--- config.mk ---
export PLATFORM = sky130hd
export DESIGN_NAME = instr_prefetch_queue
export DESIGN_NICKNAME = d
export VERILOG_FILES = /design/src/rtl/instr_prefetch_queue.sv
export SDC_FILE = /design/constraint.sdc
export NUM_CORES = 1
export LEC_CHECK = 0
export CORE_MARGIN = 5
export CORE_UTILIZATION = 52
export CTS_BUF_LIST = sky130_fd_sc_hd__clkbuf_8
export CTS_CLUSTER_DIAMETER = 150
export DETAILED_ROUTE_END_ITERATION = 12
export GPL_ROUTABILITY_DRIVEN = 0
export PLACE_DENSITY = 0.74
export SYNTH_ARGS = -nofsm -noshare
export SYNTH_HDL_FRONTEND = slang
export SYNTH_SLANG_ARGS = --single-unit
--- constraint.sdc ---
create_clock -name clk -period 14.5 [get_ports clk]
set_input_delay 2.9 -clock clk [delete_from_list [all_inputs] [get_ports clk]]
set_output_delay 2.9 -clock clk [all_outputs]
set_load 0.01 [all_outputs]
--- src/rtl/instr_prefetch_queue.sv ---
// Instruction prefetch queue: issues sequential word fetches, buffers in-order
// responses with their PCs, and flushes and refetches on a branch/jump redirect.
module instr_prefetch_queue #(
    parameter int          DEPTH    = 4,
    parameter logic [31:0] RESET_PC = 32'h0000_0000
) (
    input  logic        clk,
    input  logic        reset,
    input  logic        redirect_valid,
    input  logic [31:0] redirect_pc,
    output logic        imem_req_valid,
    output logic [31:0] imem_req_addr,
    input  logic        imem_req_ready,
    input  logic        imem_resp_valid,
    input  logic [31:0] imem_resp_data,
    output logic        out_valid,
    output logic [31:0] out_instr,
    output logic [31:0] out_pc,
    input  logic        out_ready
);

    localparam int CW = $clog2(DEPTH + 1);
    localparam int PW = $clog2(DEPTH);
    localparam logic [CW:0] DEPTH_LIM = (CW + 1)'(DEPTH);

    logic [31:0]   fetch_pc;
    logic [31:0]   resp_pc;
    logic [CW-1:0] count;
    logic [CW-1:0] outstanding;
    logic [CW-1:0] drop;
    logic [PW-1:0] rd_ptr;
    logic [PW-1:0] wr_ptr;
    logic [31:0]   instr_mem [DEPTH];
    logic [31:0]   pc_mem    [DEPTH];

    logic [CW:0]   in_flight;
    logic [31:0]   redirect_target;
    logic          req_fire;
    logic          resp_fire;
    logic          push;
    logic          pop;

    // Credits cover both queued entries and requests still in flight, so a
    // returning response always has a free slot waiting for it.
    assign in_flight       = {1'b0, count} + {1'b0, outstanding};
    assign redirect_target = redirect_pc & 32'hFFFF_FFFC;

    assign imem_req_valid  = !reset && !redirect_valid && (in_flight < DEPTH_LIM);
    assign imem_req_addr   = fetch_pc;
    assign req_fire        = imem_req_valid && imem_req_ready;

    // A response with nothing outstanding (e.g. one left over from before a
    // reset) has no matching request and is ignored.
    assign resp_fire       = imem_resp_valid && (outstanding != '0);
    assign push            = resp_fire && (drop == '0) && !redirect_valid;

    assign out_valid       = (count != '0) && !redirect_valid;
    assign out_instr       = instr_mem[rd_ptr];
    assign out_pc          = pc_mem[rd_ptr];
    assign pop             = out_valid && out_ready;

    always_ff @(posedge clk or posedge reset) begin
        if (reset) begin
            fetch_pc    <= RESET_PC;
            outstanding <= '0;
        end else begin
            if (redirect_valid) begin
                fetch_pc <= redirect_target;
            end else if (req_fire) begin
                fetch_pc <= fetch_pc + 32'd4;
            end
            outstanding <= outstanding + CW'(req_fire) - CW'(resp_fire);
        end
    end

    // Everything still in flight at a redirect is stale; a response landing
    // in the redirect cycle itself is already gone, so it is not counted.
    always_ff @(posedge clk or posedge reset) begin
        if (reset) begin
            drop    <= '0;
            resp_pc <= RESET_PC;
        end else if (redirect_valid) begin
            drop    <= outstanding - CW'(resp_fire);
            resp_pc <= redirect_target;
        end else begin
            if (resp_fire && (drop != '0)) begin
                drop <= drop - CW'(1);
            end
            if (push) begin
                resp_pc <= resp_pc + 32'd4;
            end
        end
    end

    always_ff @(posedge clk or posedge reset) begin
        if (reset) begin
            count  <= '0;
            rd_ptr <= '0;
            wr_ptr <= '0;
        end else if (redirect_valid) begin
            count  <= '0;
            rd_ptr <= '0;
            wr_ptr <= '0;
        end else begin
            if (push) begin
                wr_ptr <= wr_ptr + PW'(1);
            end
            if (pop) begin
                rd_ptr <= rd_ptr + PW'(1);
            end
            count <= count + CW'(push) - CW'(pop);
        end
    end

    always_ff @(posedge clk or posedge reset) begin
        if (reset) begin
            for (int i = 0; i < DEPTH; i++) begin
                instr_mem[i] <= '0;
                pc_mem[i]    <= '0;
            end
        end else if (push) begin
            instr_mem[wr_ptr] <= imem_resp_data;
            pc_mem[wr_ptr]    <= resp_pc;
        end
    end

endmodule

======== Yosys cells after proc, flatten, opt, wreduce, memory -nomap -nowiden ========
Cells that the tools add are included.
storage, ports and cells
  bits in registers ....................... 333
  bits of input ports ..................... 70
  word-level logic and storage cells ...... 73
operators by class
  $add $sub $neg .......................... 11
  order comparisons ....................... 4
  muxes and demuxes ....................... 21
  bitwise logic cells ..................... 2
  reductions and logical operators ........ 20
operator list
  cell                                                number
  2-to-1 mux 32 bit                                   9
  bitwise mux 128 bit                                 2
  binary-select mux 32 bit (select 2 bit)             2
  adder 32 x 3 -> 32 bit, second input constant       2
  demux 32 bit (select 2 bit)                         1
  logical AND 1 bit                                   10
  2-to-1 mux 3 bit                                    3
  nonzero test 3 bit                                  3
  subtractor 3 x 1 -> 3 bit                           3
  2-to-1 mux 2 bit                                    4
  nonzero test 2 bit                                  4
  adder 3 x 1 -> 3 bit                                2
  >= comparator 3 bit, second input constant          2
  inverter 2 -> 3 bit                                 2
  adder 2 x 1 -> 2 bit, second input constant         2
  adder 3 x 3 -> 4 bit                                1
  < comparator 4 x 3 -> 1 bit, second input constant  1
  logical NOT 3 bit                                   1
  < comparator 3 x 1 -> 1 bit, second input constant  1
  subtractor 3 x 1 -> 3 bit, second input constant    1
  logical NOT 1 bit                                   2

======== Longest topological paths before layout ========
  depth after elaboration ................. 7
  mapped depth ............................ 13

======== Least setup slack after synthesis ========
OpenSTA, ideal clock, no wires.
  kind .................................... input -> output
  start point ............................. input port redirect_valid
  end point ............................... output port imem_req_valid
  data arrival time ....................... 3.381 ns
  data required time ...................... 11.600 ns
  setup slack ............................. 8.219 ns
  cell stages on the path ................. 3
  path buffers ............................ 1
  cell sequence ........................... buf_6 -> nor3_2 -> and3_1
between the ends
  longest elaborated chain between the ends .. 3
ends and longest elaborated chain
  what                             line  text
  start, declared                  9     input logic redirect_valid,
  logical NOT 1 bit                48    assign imem_req_valid = !reset && !redirect_valid && (in_flight < DEPTH_LIM);
  logical AND 1 bit (2 in series)  48
  end, declared                    11    output logic imem_req_valid,
No other way between the ends.

======== Final worst setup path ========
  start point ............................. input port reset
  end point ............................... output port imem_req_valid
between the ends
  longest elaborated chain between the ends .. 3
ends and longest elaborated chain
  what                                line  text
  start, declared                     8     input logic reset,
  logical NOT 1 bit (no source line)  n/a
  logical AND 1 bit (2 in series)     48
No other way between the ends.

==> flow_summary.json <==
{
  "core_um2": 31310,
  "rows": 65,
  "synthFlopType": "dfrtp_1",
  "setup_viol": 0,
  "drive_gt1_share_pct": 33.94,
  "ioPinCount": 168,
  "switchingPower_w": 0.0008946,
  "cp.required_ps": 11600,
  "crit_fanout": 2,
  "synth_edf_count": 0,
  "max_slew_margin_pct": 26.70,
  "cp_common_cell": "clkdlybuf4s50_1",
  "portBuffers": 161,
  "clk_pin_slew_ps": 60,
  "cap_violations": 0,
  "fin_crit_ps": 7242,
  "slew_viol_final": 0,
  "layout_commonest_cell": "dfrtp_1",
  "holdCritPathClass": "flip-flop to flip-flop",
  "cts_resized": 0,
  "post-cts-setup-buffers": 0,
  "powerDensity_nw_per_um2": 163.5,
  "ys_ff_latch": 321,
  "worst-path-buf-inv": 2,
  "synthSimpleGateAreaFrac_pct": 6.864,
  "critical_path_class": "primary input to output pin",
  "grt_use_total_pct": 19.96,
  "htree_levels": 2,
  "synthAdderAreaFrac_pct": 1.469,
  "status": "finished, final reports clean",
  "cts_hold_buf": 0,
  "p_seq_share_pct": 40.3,
  "clkLatencyLatePin_ps": 580,
  "cts.sinks": 321,
  "arrival_ps": 4340,
  "numCtsBuffers": 55,
  "root_buffer": "clkbuf_8",
  "cts_tree": "done",
  "dieArea_um2": 35090,
  "cellLeakagePower_nw": 8.304,
  "synth_area_per_cell_um2": 15.27,
  "muxShareOfSynthArea_pct": 31.47,
  "first_global_vias": 10390,
  "nNetsFinal": 1317,
  "layout_common_cells": "dfrtp_1, mux2_4, clkdlybuf4s50_1",
  "p_int_w": 0.002194,
  "grt_max_degree": 117,
  "async_flop_share_pct": 100.0,
  "worstSetupStartpointType": "primary input",
  "path_cells": "clkdlybuf4s50_1, nor3_2, and3_1, clkdlybuf4s50_1",
  "power_frac_clock_pct": 26.6,
  "grt_pass1_wl_um": 57620,
  "die_h_um": 187.3,
  "grt_overflow_total": 0,
  "die_x_um": 187.3,
  "drt_iter0_drc": 500,
  "rsz0062_at_grt": "no",
  "hpwl_um": 21560,
  "synthesis.area_um2": 16350,
  "start_util_pct": 52.22,
  "post-route-period-util_pct": 49.94,
  "crit_slowest_cell": "clkdlybuf4s50_1",
  "worst_path_largest_cell_delay_ps": 530,
  "cp-end-kind": "output pin",
  "setup_tns_ps": 0,
  "power_frac_comb_pct": 33.1,
  "routed_wl_um": 34920,
  "vias_per_cell": 5.690,
  "ant_nets": 0,
  "synthCells": 1071,
  "drc": 0,
  "worstMarginPinSlew_ps": 1100,
  "num_vias": 9513,
  "swShare_pct": 28.96,
  "cts_max_path_buffers": 3,
  "synth_warnings": 0,
  "diodes": 0,
  "peakVddDrop_mv": 0.09832,
  "crit_family": "buffers and inverters",
  "skew_ps": 16.99,
  "fmax_ghz": 0.1381,
  "postLayoutCellArea_um2": 18890,
  "wl_per_cell_um": 20.89,
  "drt_pass1_iterations": 6,
  "synth_xor_area_share_pct": 2.410,
  "grt_antenna_before_repair": 0,
  "area_growth_pct": 15.53,
  "place_area_um2": 17770,
  "finalHoldViolations": 0,
  "ys_types": 59,
  "synth_compound_area_share_pct": 3.160,
  "yosysSeqAreaShare_pct": 49.13,
  "synth_top_family_by_area": "multiplexers"
}
layout make-up:
class	instances	area, µm²
multi-input cells	656	7435
repair buffers	174	1704
fillers	2355	12420
inverters	21	88.84
clock inverters	27	142.6
flip-flops and latches	321	8040
well taps	402	503.0
clock buffers	71	977.2
cells by family (layout without fill, tap and decap cells):
group           count (synthesis)  after routing
simple gates                  194            194
mux                           315            315
compound gates                 80             80
xor+xnor                       45             45
buf+inv                        97            293
other cells                     1              4
fa+ha+maj                      18             18
flops                         321            321
layer usage:
| metal | up-vias | share of wire [%] | track usage [%] |
|---|---|---|---|
| li1 | 4223 | - | - |
| met1 | 4916 | 47 | 29.06 |
| met2 | 312 | 45 | 30.36 |
| met3 | 62 | 6.4 | 4.815 |
| met4 | 0 | 1.9 | 5.262 |
| met5 | - | 0 | 0 |
power by group through the flow:
| stage | Clock, W | Combinational, W | Sequential [W] |
|---|---|---|---|
| 6_report | 0.000821 | 0.00102 | 0.00124 |
| 5_1_grt | 0.000889 | 0.00110 | 0.00127 |
| 4_1_cts | 0.000846 | 0.00104 | 0.00124 |
| 3_5_place_dp | 0 | 0.00104 | 0.00125 |
| 3_3_place_gp | 0 | 0.00101 | 0.00125 |
| 2_1_floorplan | 0 | 0.000682 | 0.00120 |
registers in the layout, summed over array words and instances (netlist names):
| name | cells |
|---|---|
| outstanding | 3 |
| wr_ptr | 2 |
| rd_ptr | 2 |
| drop | 3 |
| instr_mem | 128 |
| count | 3 |
| resp_pc | 30 |
| pc_mem | 120 |
| imem_req_addr | 30 |
Yosys cell counts, types with 4 or more instances:
library cell | instances | area, µm²
o211ai_1 | 15 | 112.6
buf_12 | 28 | 560.5
a21boi_0 | 6 | 45.04
nor3_1 | 9 | 45.04
nand2b_1 | 6 | 37.54
nand3_1 | 32 | 160.2
and3_4 | 4 | 45.04
o21ai_0 | 14 | 70.07
mux4_2 | 62 | 1396
buf_4 | 6 | 45.04
or3_1 | 4 | 25.02
xor2_1 | 31 | 271.5
mux2_4 | 240 | 3603
a21oi_1 | 11 | 55.05
dfrtp_1 | 321 | 8033
inv_1 | 20 | 75.07
nand2_1 | 46 | 172.7
and2_1 | 4 | 25.02
a21boi_1 | 6 | 45.04
nand4_1 | 27 | 168.9
buf_2 | 22 | 110.1
and3_1 | 11 | 68.82
mux2_2 | 13 | 146.4
a31oi_1 | 5 | 31.28
clkbuf_1 | 16 | 60.06
xnor2_1 | 14 | 122.6
o21ai_1 | 11 | 55.05
nor2_1 | 26 | 97.59
ha_1 | 16 | 200.2
stage by stage:
| stage | cells | total power (W) | setup slack (ps) | utilization (%) | hold slack (ps) |
|---|---|---|---|---|---|
| floorplan | 1074 | 0.001879 | 2715 | - | 475.1 |
| finish | 1672 | 0.003089 | 7258 | 60.33 | 501.1 |
| global route | 1672 | 0.003258 | 7177 | 60.33 | 513.3 |
| CTS | 1672 | 0.003130 | 7250 | 60.33 | 504.7 |
| global placement | 1574 | 0.002257 | 7272 | 56.76 | 484.7 |
| detailed placement | 1574 | 0.002289 | 7264 | 56.76 | 488.6 |
worst paths after layout:
check | from | end | slack (ps) | depth (start not counted)
min in group asynchronous | reset | outstanding[0] | 2960 | 2
min | pc_mem[30] | pc_mem[30] | 500 | 1
max in group asynchronous | reset | rd_ptr[1] | 9940 | 3
max reg2reg | outstanding[2] | outstanding[2] | 11290 | 10
min reg2reg | pc_mem[30] | pc_mem[30] | 500 | 1
max | reset | imem_req_valid | 7260 | 4
Note: power is estimated with default switching activity, not from simulation.
